### config.mk
export PLATFORM = sky130hd
export DESIGN_NAME = ram_sdp_param_flat
export DESIGN_NICKNAME = d
export VERILOG_FILES = /design/src/rtl/ram_sdp_param_if.sv /design/src/rtl/ram_sdp_param.sv /design/src/flat_wrapper.sv
export SDC_FILE = /design/constraint.sdc
export NUM_CORES = 1
export LEC_CHECK = 0
export ABC_AREA = 1
export CELL_PAD_IN_SITES_DETAIL_PLACEMENT = 1
export CELL_PAD_IN_SITES_GLOBAL_PLACEMENT = 1
export CORE_MARGIN = 5
export CORE_UTILIZATION = 54
export DETAILED_ROUTE_END_ITERATION = 8
export PLACE_DENSITY_LB_ADDON = 0.1
export SLEW_MARGIN = 40
export SYNTH_ARGS = -nofsm -noshare
export SYNTH_HDL_FRONTEND = slang
export SYNTH_SLANG_ARGS = --single-unit
### constraint.sdc
create_clock -name clk -period 5.29 [get_ports clk]
set_input_delay 0.7935 -clock clk [delete_from_list [all_inputs] [get_ports clk]]
set_output_delay 0.7935 -clock clk [all_outputs]
set_load 0.01 [all_outputs]
### src/rtl/ram_sdp_param_if.sv
// Bus bundle for the simple dual-port RAM: one write port, one read port and
// the init status. Clock and reset stay outside as plain ports.
interface ram_sdp_param_if #(
  parameter int DW = 64,
  parameter int AW = 4
) ();
  logic            wr;
  logic [AW-1:0]   wr_addr;
  logic [DW/8-1:0] wr_be;
  logic [DW-1:0]   wr_data;
  logic            rd;
  logic [AW-1:0]   rd_addr;
  logic [DW-1:0]   rd_data;
  logic            rd_valid;
  logic            init_busy;

  // Strobes are single-cycle requests accepted only while init_busy is low;
  // there is no backpressure, and rd_valid pulses once per accepted read.
  modport master (
    output wr, wr_addr, wr_be, wr_data, rd, rd_addr,
    input  rd_data, rd_valid, init_busy
  );

  modport slave (
    input  wr, wr_addr, wr_be, wr_data, rd, rd_addr,
    output rd_data, rd_valid, init_busy
  );
endinterface

### src/rtl/ram_sdp_param.sv
// Simple dual-port RAM with byte enables, optional output register, optional
// write-first forwarding and a post-reset zero-fill sequencer.
module ram_sdp_param #(
  parameter int DW       = 64,
  parameter int AW       = 4,
  parameter int OUT_REG  = 0,
  parameter int BYPASS   = 0,
  parameter int INIT_CLR = 1
) (
  input  logic           clk,
  input  logic           rst_n,
  ram_sdp_param_if.slave bus,
  output logic [1:0]     o_dbg_state
);
  localparam int BW    = DW / 8;
  localparam int DEPTH = 1 << AW;

  typedef enum logic [1:0] {
    ST_RESET = 2'd0,
    ST_CLEAR = 2'd1,
    ST_READY = 2'd2
  } state_t;

  state_t        r_state;
  logic [AW-1:0] r_cnt;
  logic          r_busy;

  logic [DW-1:0] r_mem [DEPTH];

  logic          w_clr_we;
  logic          w_wr_acc;
  logic          w_rd_acc;
  logic          w_collide;
  logic [DW-1:0] w_mem_rd;
  logic [DW-1:0] w_fwd;

  logic [DW-1:0] r_s1_data;
  logic          r_s1_valid;

  always_ff @(posedge clk) begin
    if (!rst_n) begin
      r_state <= ST_RESET;
      r_cnt   <= '0;
      r_busy  <= 1'b1;
    end else begin
      case (r_state)
        ST_RESET: begin
          if (INIT_CLR != 0) begin
            r_state <= ST_CLEAR;
          end else begin
            r_state <= ST_READY;
            r_busy  <= 1'b0;
          end
        end
        ST_CLEAR: begin
          // The counter rolls back to zero on the same edge the state exits.
          r_cnt <= r_cnt + 1'b1;
          if (r_cnt == {AW{1'b1}}) begin
            r_state <= ST_READY;
            r_busy  <= 1'b0;
          end
        end
        ST_READY: r_state <= ST_READY;
        default: begin
          r_state <= ST_RESET;
          r_busy  <= 1'b1;
        end
      endcase
    end
  end

  assign w_clr_we  = rst_n && (r_state == ST_CLEAR);
  assign w_wr_acc  = rst_n && (r_state == ST_READY) && bus.wr;
  assign w_rd_acc  = rst_n && (r_state == ST_READY) && bus.rd;
  assign w_collide = w_wr_acc && (bus.wr_addr == bus.rd_addr);
  assign w_mem_rd  = r_mem[bus.rd_addr];

  // Forwarded word mirrors exactly what the write port commits this edge.
  always_comb begin
    w_fwd = w_mem_rd;
    if ((BYPASS != 0) && w_collide) begin
      for (int i = 0; i < BW; i++) begin
        if (bus.wr_be[i]) w_fwd[8*i +: 8] = bus.wr_data[8*i +: 8];
      end
    end
  end

  always_ff @(posedge clk) begin
    if (w_clr_we) begin
      r_mem[r_cnt] <= '0;
    end else if (w_wr_acc) begin
      for (int i = 0; i < BW; i++) begin
        if (bus.wr_be[i]) r_mem[bus.wr_addr][8*i +: 8] <= bus.wr_data[8*i +: 8];
      end
    end
  end

  always_ff @(posedge clk) begin
    if (!rst_n) begin
      r_s1_data  <= '0;
      r_s1_valid <= 1'b0;
    end else begin
      r_s1_valid <= w_rd_acc;
      if (w_rd_acc) r_s1_data <= w_fwd;
    end
  end

  if (OUT_REG != 0) begin : gen_out_reg
    logic [DW-1:0] r_s2_data;
    logic          r_s2_valid;

    always_ff @(posedge clk) begin
      if (!rst_n) begin
        r_s2_data  <= '0;
        r_s2_valid <= 1'b0;
      end else begin
        r_s2_valid <= r_s1_valid;
        if (r_s1_valid) r_s2_data <= r_s1_data;
      end
    end

    assign bus.rd_data  = r_s2_data;
    assign bus.rd_valid = r_s2_valid;
  end else begin : gen_no_out_reg
    assign bus.rd_data  = r_s1_data;
    assign bus.rd_valid = r_s1_valid;
  end

  assign bus.init_busy = r_busy;
  assign o_dbg_state   = r_state;
endmodule

### src/flat_wrapper.sv
// flat-port wrapper written by rule: the top's interface ports become plain ports
module ram_sdp_param_flat 
#(
  parameter int DW       = 64,
  parameter int AW       = 4,
  parameter int OUT_REG  = 0,
  parameter int BYPASS   = 0,
  parameter int INIT_CLR = 1
)
  (clk, rst_n, o_dbg_state, bus_wr, bus_wr_addr, bus_wr_be, bus_wr_data, bus_rd, bus_rd_addr, bus_rd_data, bus_rd_valid, bus_init_busy);
  ram_sdp_param_if #(.DW(DW), .AW(AW)) bus_i ();
  input  logic clk;
  input  logic rst_n;
  output logic [1:0] o_dbg_state;
  input wire logic [$bits(bus_i.wr)-1:0] bus_wr;
  input wire logic [$bits(bus_i.wr_addr)-1:0] bus_wr_addr;
  input wire logic [$bits(bus_i.wr_be)-1:0] bus_wr_be;
  input wire logic [$bits(bus_i.wr_data)-1:0] bus_wr_data;
  input wire logic [$bits(bus_i.rd)-1:0] bus_rd;
  input wire logic [$bits(bus_i.rd_addr)-1:0] bus_rd_addr;
  output wire logic [$bits(bus_i.rd_data)-1:0] bus_rd_data;
  output wire logic [$bits(bus_i.rd_valid)-1:0] bus_rd_valid;
  output wire logic [$bits(bus_i.init_busy)-1:0] bus_init_busy;
  assign bus_i.wr = bus_wr;
  assign bus_i.wr_addr = bus_wr_addr;
  assign bus_i.wr_be = bus_wr_be;
  assign bus_i.wr_data = bus_wr_data;
  assign bus_i.rd = bus_rd;
  assign bus_i.rd_addr = bus_rd_addr;
  assign bus_rd_data = bus_i.rd_data;
  assign bus_rd_valid = bus_i.rd_valid;
  assign bus_init_busy = bus_i.init_busy;
  ram_sdp_param #(.DW(DW), .AW(AW), .OUT_REG(OUT_REG), .BYPASS(BYPASS), .INIT_CLR(INIT_CLR)) u_core (.clk(clk), .rst_n(rst_n), .bus(bus_i), .o_dbg_state(o_dbg_state));
endmodule
; Word-level counts from Yosys, hierarchy flattened
; Memory sizes are Yosys's and may differ from the RTL's. A register that Yosys moved wholly into a read port is not among the register bits.
; Cells that the tools add are included.
[totals]
word_cells = 61
ramBits = 1024
output_inout_bits = 68
romBits = 0
input_bits = 84
n_memories = 1
latchBits = 0
ff_bits = 8
[memory_table]
columns = name, words, width, rd, rd_ports_with_merged_regs, write_ports, line
row1 = u_core.r_mem, 16, 64, 1, 1, 1, ram_sdp_param.sv:28  ; logic [DW-1:0] r_mem [DEPTH];
[classes]
mux = 41
mul = 0
n_eq_ne = 4
n_addsub = 1
n_div = 0
n_bitwise = 1
n_reduce_logical = 9
order_cmp = 0
shifts = 0
[ops]
columns = operator, count
row1 = 64-bit two-way mux, 1
row2 = 64-bit OR reduction, 1
row3 = 1-bit two-way mux, 35
row4 = 8-bit two-way mux, 1
row5 = 2-bit case mux with 3 select lines, 1
row6 = "4-bit by 1-bit adder with 4-bit output, second input constant", 1
row7 = "4-bit equality test, second input constant", 1
row8 = 1-bit logical AND, 4
row9 = 4-bit two-way mux, 1
row10 = "2-bit by 1-bit equality test with 1-bit output, second input constant", 1
row11 = "2-bit equality test, second input constant", 1
row12 = 2-bit zero test, 1
row13 = 2-bit two-way mux, 1
row14 = "2-bit by 1-bit inequality test with 1-bit output, second input constant", 1
row15 = 1-bit case mux with 2 select lines, 1
row16 = 2-bit AND reduction, 1
row17 = 2-bit OR reduction, 1
row18 = 1-bit zero test, 1
row19 = 1-bit inverter, 1

; Longest topological paths before layout
[logic_depth]
ltp_word = 8
ltp_mapped = 13
mapped_depth_nobuf = 12

; Least setup slack after synthesis
; Ideal clock, no wire load.
[synth_path]
path_type = input to register
from = input port rst_n
to = memory u_core.r_mem[0][0], enable pin
setup_ps = 370
t_arrival_ps = 2366
path_stages = 11
path_slack_ps = 2554
n_path_buf = 1
cell_sequence = buf_4 nand2_2 nand2_1 a21oi_1 nor2_4 nand2_4 nand2_1 nand2_1 nor2_4 nand2_2 nor2_1
[synth_via]
elab_chain_len = 7
word_cells_on_any_way = 32
cone_classes = 28 x mux / 4 x reduce/logical
[synth_rtl]
columns = item, line
row1 = "start, declared", flat_wrapper.sv:13  ; input logic rst_n;
row2 = 1-bit logical AND (2 in series), ram_sdp_param.sv:73  ; assign w_wr_acc = rst_n && (r_state == ST_READY) && bus.wr;
row3 = 1-bit two-way mux, ram_sdp_param.sv:91  ; end else if (w_wr_acc) begin
row4 = 1-bit two-way mux, ram_sdp_param.sv:89  ; if (w_clr_we) begin
row5 = 1-bit two-way mux (not written as such), ram_sdp_param.sv:93  ; if (bus.wr_be[i]) r_mem[bus.wr_addr][8*i +: 8] <= bus.wr_data[8*i +: 8];
row6 = 64-bit OR reduction (no line), -
row7 = 4-bit two-way mux (no line) or 8-bit two-way mux (tied branches), -
row8 = "end, declared", ram_sdp_param.sv:28
; Several ways; a longest one is shown, not always the timed one.

; Final worst setup path
[layout_path]
from = register u_core.r_state[1], in the netlist u_core.o_dbg_state[1]
to = memory u_core.r_mem[11][59], enable pin
[layout_via]
elab_chain_len = 8
word_cells_on_any_way = 34
cone_classes = 2 x eq/ne / 28 x mux / 4 x reduce/logical
[layout_rtl]
columns = item, line
row1 = "start, declared", ram_sdp_param.sv:24  ; state_t r_state;
row2 = "start signal, assigned", ram_sdp_param.sv:42  ; r_state <= ST_RESET;
row3 = "start signal, assigned", ram_sdp_param.sv:49  ; r_state <= ST_CLEAR;
row4 = "start signal, assigned", ram_sdp_param.sv:51  ; r_state <= ST_READY;
row5 = 2-bit equality test, ram_sdp_param.sv:73
row6 = 1-bit logical AND (2 in series), ram_sdp_param.sv:73
row7 = 1-bit two-way mux, ram_sdp_param.sv:91
row8 = 1-bit two-way mux, ram_sdp_param.sv:89
row9 = 1-bit two-way mux (not written as such), ram_sdp_param.sv:93
row10 = 64-bit OR reduction (no line), -
row11 = 4-bit two-way mux (no line) or 8-bit two-way mux (tied branches), -
; Several ways; a longest one is shown, not always the timed one.

==> results.json <==
{
  "run_status": "finished clean",
  "timing.critical_path.cells": "inv_1 -> ha_1 -> nand2_2 -> nand2_1 -> a21oi_1 -> nor2_4 -> nand2_4 -> nand2_1 -> nand2_1 -> nor2_4 -> nand2_2 -> nor2_1",
  "areaGrowthSynthToFinish_pct": 13.8,
  "switchingPower_mw": 5.61,
  "critPathRequiredTime_ns": 5.58,
  "switching_share_pct": 27.1,
  "synthAdderAreaFrac_pct": 0.114,
  "layout-drive-gt1-share_pct": 7.15,
  "finalHoldViolations": 0,
  "combinationalPowerShare_pct": 14.5,
  "count_leader_synth": "sky130_fd_sc_hd__edfxtp_1",
  "max-cap-violations": 0,
  "maxSlewViolCount": 0,
  "ys_seq_area_share_pct": 73.1,
  "syn_avg_cell_area_sq_um": 12.0,
  "htreeDepth": 3,
  "drtAntennaViolNets": 0,
  "async_set_or_reset_flop_fraction_in_the_synthesized_netlist_pct": 0,
  "reported_leakage_power_nw": 17.4,
  "critPathCaptureType": "flip-flop",
  "intPower_mw": 15.1,
  "track_usage_pct": 30.3,
  "totalWireLength_um": 134000,
  "power.share.clock_pct": 35.6,
  "synth_top_cells_by_count": "sky130_fd_sc_hd__edfxtp_1 (1024), sky130_fd_sc_hd__nor2_1 (926), sky130_fd_sc_hd__o21ai_0 (429)",
  "yosys.area.top_type": "sky130_fd_sc_hd__edfxtp_1",
  "synthDistinctLibCells": 23,
  "fillCellCount": 8045,
  "muxShareOfSynthArea_pct": 0,
  "number_of_cells_produced_by_synthesis": 3668,
  "grt_pass1_wl_um": 198000,
  "gr-total-overflow": 0,
  "standard_cell_area_after_detailed_placement_sq_um": 46700,
  "yosys.area_share.simple_pct": 12.3,
  "worst-endpoint-arrival_ns": 4.00,
  "timing.max_slew.rel_slack_pct": 33.9,
  "totalNegativeSetupSlack_ns": 0,
  "grt_antenna_before_repair": 5,
  "cp_slowest_cell": "sky130_fd_sc_hd__nor2_1",
  "worst_skew_pair.late_latency_ns": 0.67,
  "number_of_buffers_inserted_to_repair_setup_after_cts": 0,
  "cts_num_sinks": 1096,
  "clock_buffers_created_by_tritoncts": 111,
  "synth_top_family_by_area": "simple AND/OR/NAND/NOR gates",
  "synthesis.yosys.warnings": 0,
  "finalWeightedCongestion": 0.869,
  "layout.nets": 3867,
  "ir_worst_vdd_v": 0.000308,
  "finish.instance_area_sq_um": 50100,
  "syn_area_sq_um": 44100,
  "power.density_cell_area_nw_per_um2": 413,
  "layout.core_utilization_pct": 62.2,
  "clockBufferDepth": 3,
  "synthesized_flop_and_latch_total": 1096,
  "synth-compound-area-share_pct": 10.9,
  "clock-skew-final_ns": 0.0187,
  "synth_edf_count": 1024,
  "cts_tree": "built",
  "drt-vias-per-instance": 6.14,
  "vias": 30400,
  "rrSetupSlack_ns": 1.58,
  "cp_common_cell": "sky130_fd_sc_hd__nand2_1",
  "drc": 0,
  "clockRootBuffer": "sky130_fd_sc_hd__clkbuf_16",
  "holdCritPathClass": "reg -> reg",
  "area.sequential_sq_um": 32200,
  "dominant_cells_by_area_after_synthesis": "sky130_fd_sc_hd__edfxtp_1 (70%), sky130_fd_sc_hd__nor2_1 (7.9%), sky130_fd_sc_hd__o21ai_0 (4.9%)",
  "critPathLaunchType": "flip-flop",
  "power_frac_seq_pct": 49.9,
  "chipHeight_um": 296,
  "min_period_ns": 3.71,
  "timing_worst_slew_pin_value_ns": 0.992,
  "holdBufCountCts": 0,
  "setup_viol": 0,
  "ys_dominant_reg_cell": "sky130_fd_sc_hd__edfxtp_1",
  "start_util_pct": 54.6,
  "multi_input_comb_area_sq_um": 10300,
  "port_buffers": 151,
  "critPathKind": "reg -> reg",
  "full_die_area_sq_um": 87400,
  "grt_start_max_net_pins": 241,
  "timing.final.crit_share_pct": 70.2,
  "mappedNetlistNets": 3756,
  "synth.top_cell.area_share_pct": 69.8,
  "critPathMaxStageDelay_ns": 0.75,
  "cts_repair_resize_count": 0,
  "clk_pin_slew_worst_paths_ns": 0.06,
  "detailed_place_hpwl_um": 81900,
  "grt_pass1_vias": 31700,
  "die_w_um": 296,
  "dr.first_iter.drc_count": 3309,
  "core_area_sq_um": 80700,
  "std_cell_rows": 104,
  "wire_per_inst_um": 27.1,
  "fmaxAchievable_ghz": 0.269,
  "pin_count": 152,
  "detail_route.first_pass.iterations": 6,
  "rsz0062_at_grt": "no",
  "path_max_fanout": 10,
  "yosys.area_share.xor_xnor_pct": 0
}
[sequential cells by signal, summed over array words and instances, names as in the netlist]
signal	flops
u_core.bus.rd_valid	1
u_core.r_cnt	4
u_core.bus.init_busy	1
u_core.o_dbg_state	2
u_core.r_mem	1024
u_core.bus.rd_data	64
[power by group through the flow]
stage / Sequential [mW] / Combinational [mW] / Clock, mW
2_1_floorplan: 10.5 / 1.40 / 0
3_3_place_gp: 10.5 / 2.86 / 0
3_5_place_dp: 10.5 / 2.98 / 0
4_1_cts: 10.3 / 3.01 / 7.47
5_1_grt: 10.4 / 3.21 / 7.88
6_report: 10.3 / 3.01 / 7.38
[routing by layer]
layer | vias up | routed length (um) | track usage (%) | share of wire [%]
met5 | - | 13 | 0 | 0.0097
met4 | 2 | 4930 | 11.1 | 3.7
met3 | 262 | 10800 | 5.82 | 8.0
met2 | 1429 | 65800 | 50.6 | 49
met1 | 15300 | 52400 | 40.1 | 39
li1 | 13300 | - | - | -
[metrics by stage]
stage          cells  hold slack (ns)  worst slack, ns  power (mW)
5_1_grt         4936            0.558             1.44        21.5
4_1_cts         4935            0.531             1.65        20.8
2_1_floorplan   3668            0.476             2.55        11.9
3_3_place_gp    4725            0.483             1.21        13.4
3_5_place_dp    4725            0.512             1.01        13.5
6_report        4939            0.527             1.58        20.7
[critical path, delay by kind of cell (launching register included)]
family	cells	cell delay [ns]
adders and majority gates	1	0.32
AOI/OAI and AO/OA	1	0.11
and+or+nand+nor	9	2.45
buffers and inverters	1	0.09
DFF	1	0.34
[final timing paths]
kind / depth (start not counted) / to / from
max: 12 / u_core.r_mem[11][59]$_DFFE_PP_ / u_core.o_dbg_state[1]$_SDFFE_PN0P_
min: 4 / u_core.bus.rd_data[60]$_SDFFE_PN0P_ / u_core.bus.rd_data[60]$_SDFFE_PN0P_
max reg2reg: 12 / u_core.r_mem[11][59]$_DFFE_PP_ / u_core.o_dbg_state[1]$_SDFFE_PN0P_
min reg2reg: 4 / u_core.bus.rd_data[60]$_SDFFE_PN0P_ / u_core.bus.rd_data[60]$_SDFFE_PN0P_
[layout make-up]
type / instances / share of cell area (%)
tap: 1060 / 2.64
sequential: 1096 / 64.2
antenna: 3 / 0.0150
inverter: 149 / 1.15
multi-input combinational: 2177 / 20.6
clock inverter: 38 / 0.434
clock buffer: 172 / 6.35
timing repair buffer: 244 / 4.64
[layout by cell type, fill, tap and decap left out, types with 2 or more instances in the layout]
cell and count:
sky130_fd_sc_hd__a21oi_1 15, sky130_fd_sc_hd__a21oi_4 3, sky130_fd_sc_hd__buf_12 7, sky130_fd_sc_hd__buf_4 86, sky130_fd_sc_hd__buf_6 2, sky130_fd_sc_hd__buf_8 2
sky130_fd_sc_hd__clkbuf_1 50, sky130_fd_sc_hd__clkbuf_16 117, sky130_fd_sc_hd__clkbuf_8 5, sky130_fd_sc_hd__clkdlybuf4s50_1 146, sky130_fd_sc_hd__clkinv_1 20, sky130_fd_sc_hd__clkinv_2 14
sky130_fd_sc_hd__clkinvlp_4 2, sky130_fd_sc_hd__dfxtp_1 72, sky130_fd_sc_hd__diode_2 3, sky130_fd_sc_hd__edfxtp_1 1024, sky130_fd_sc_hd__ha_1 4, sky130_fd_sc_hd__inv_1 143
sky130_fd_sc_hd__inv_4 2, sky130_fd_sc_hd__nand2_1 223, sky130_fd_sc_hd__nand2_2 17, sky130_fd_sc_hd__nand3_1 175, sky130_fd_sc_hd__nor2_1 925, sky130_fd_sc_hd__nor2_4 11
sky130_fd_sc_hd__o211ai_1 221, sky130_fd_sc_hd__o21ai_0 429, sky130_fd_sc_hd__o21ai_1 114, sky130_fd_sc_hd__o221ai_1 36
[logic make-up after synthesis]
kind of cell,after synthesis
buffers and inverters,395
AO/OA/AOI/OAI,818
adder cells (fa/ha/maj),4
AND/OR/NAND/NOR,1355
flip-flops,1096
No activity file was read; power rests on OpenSTA's default activity.
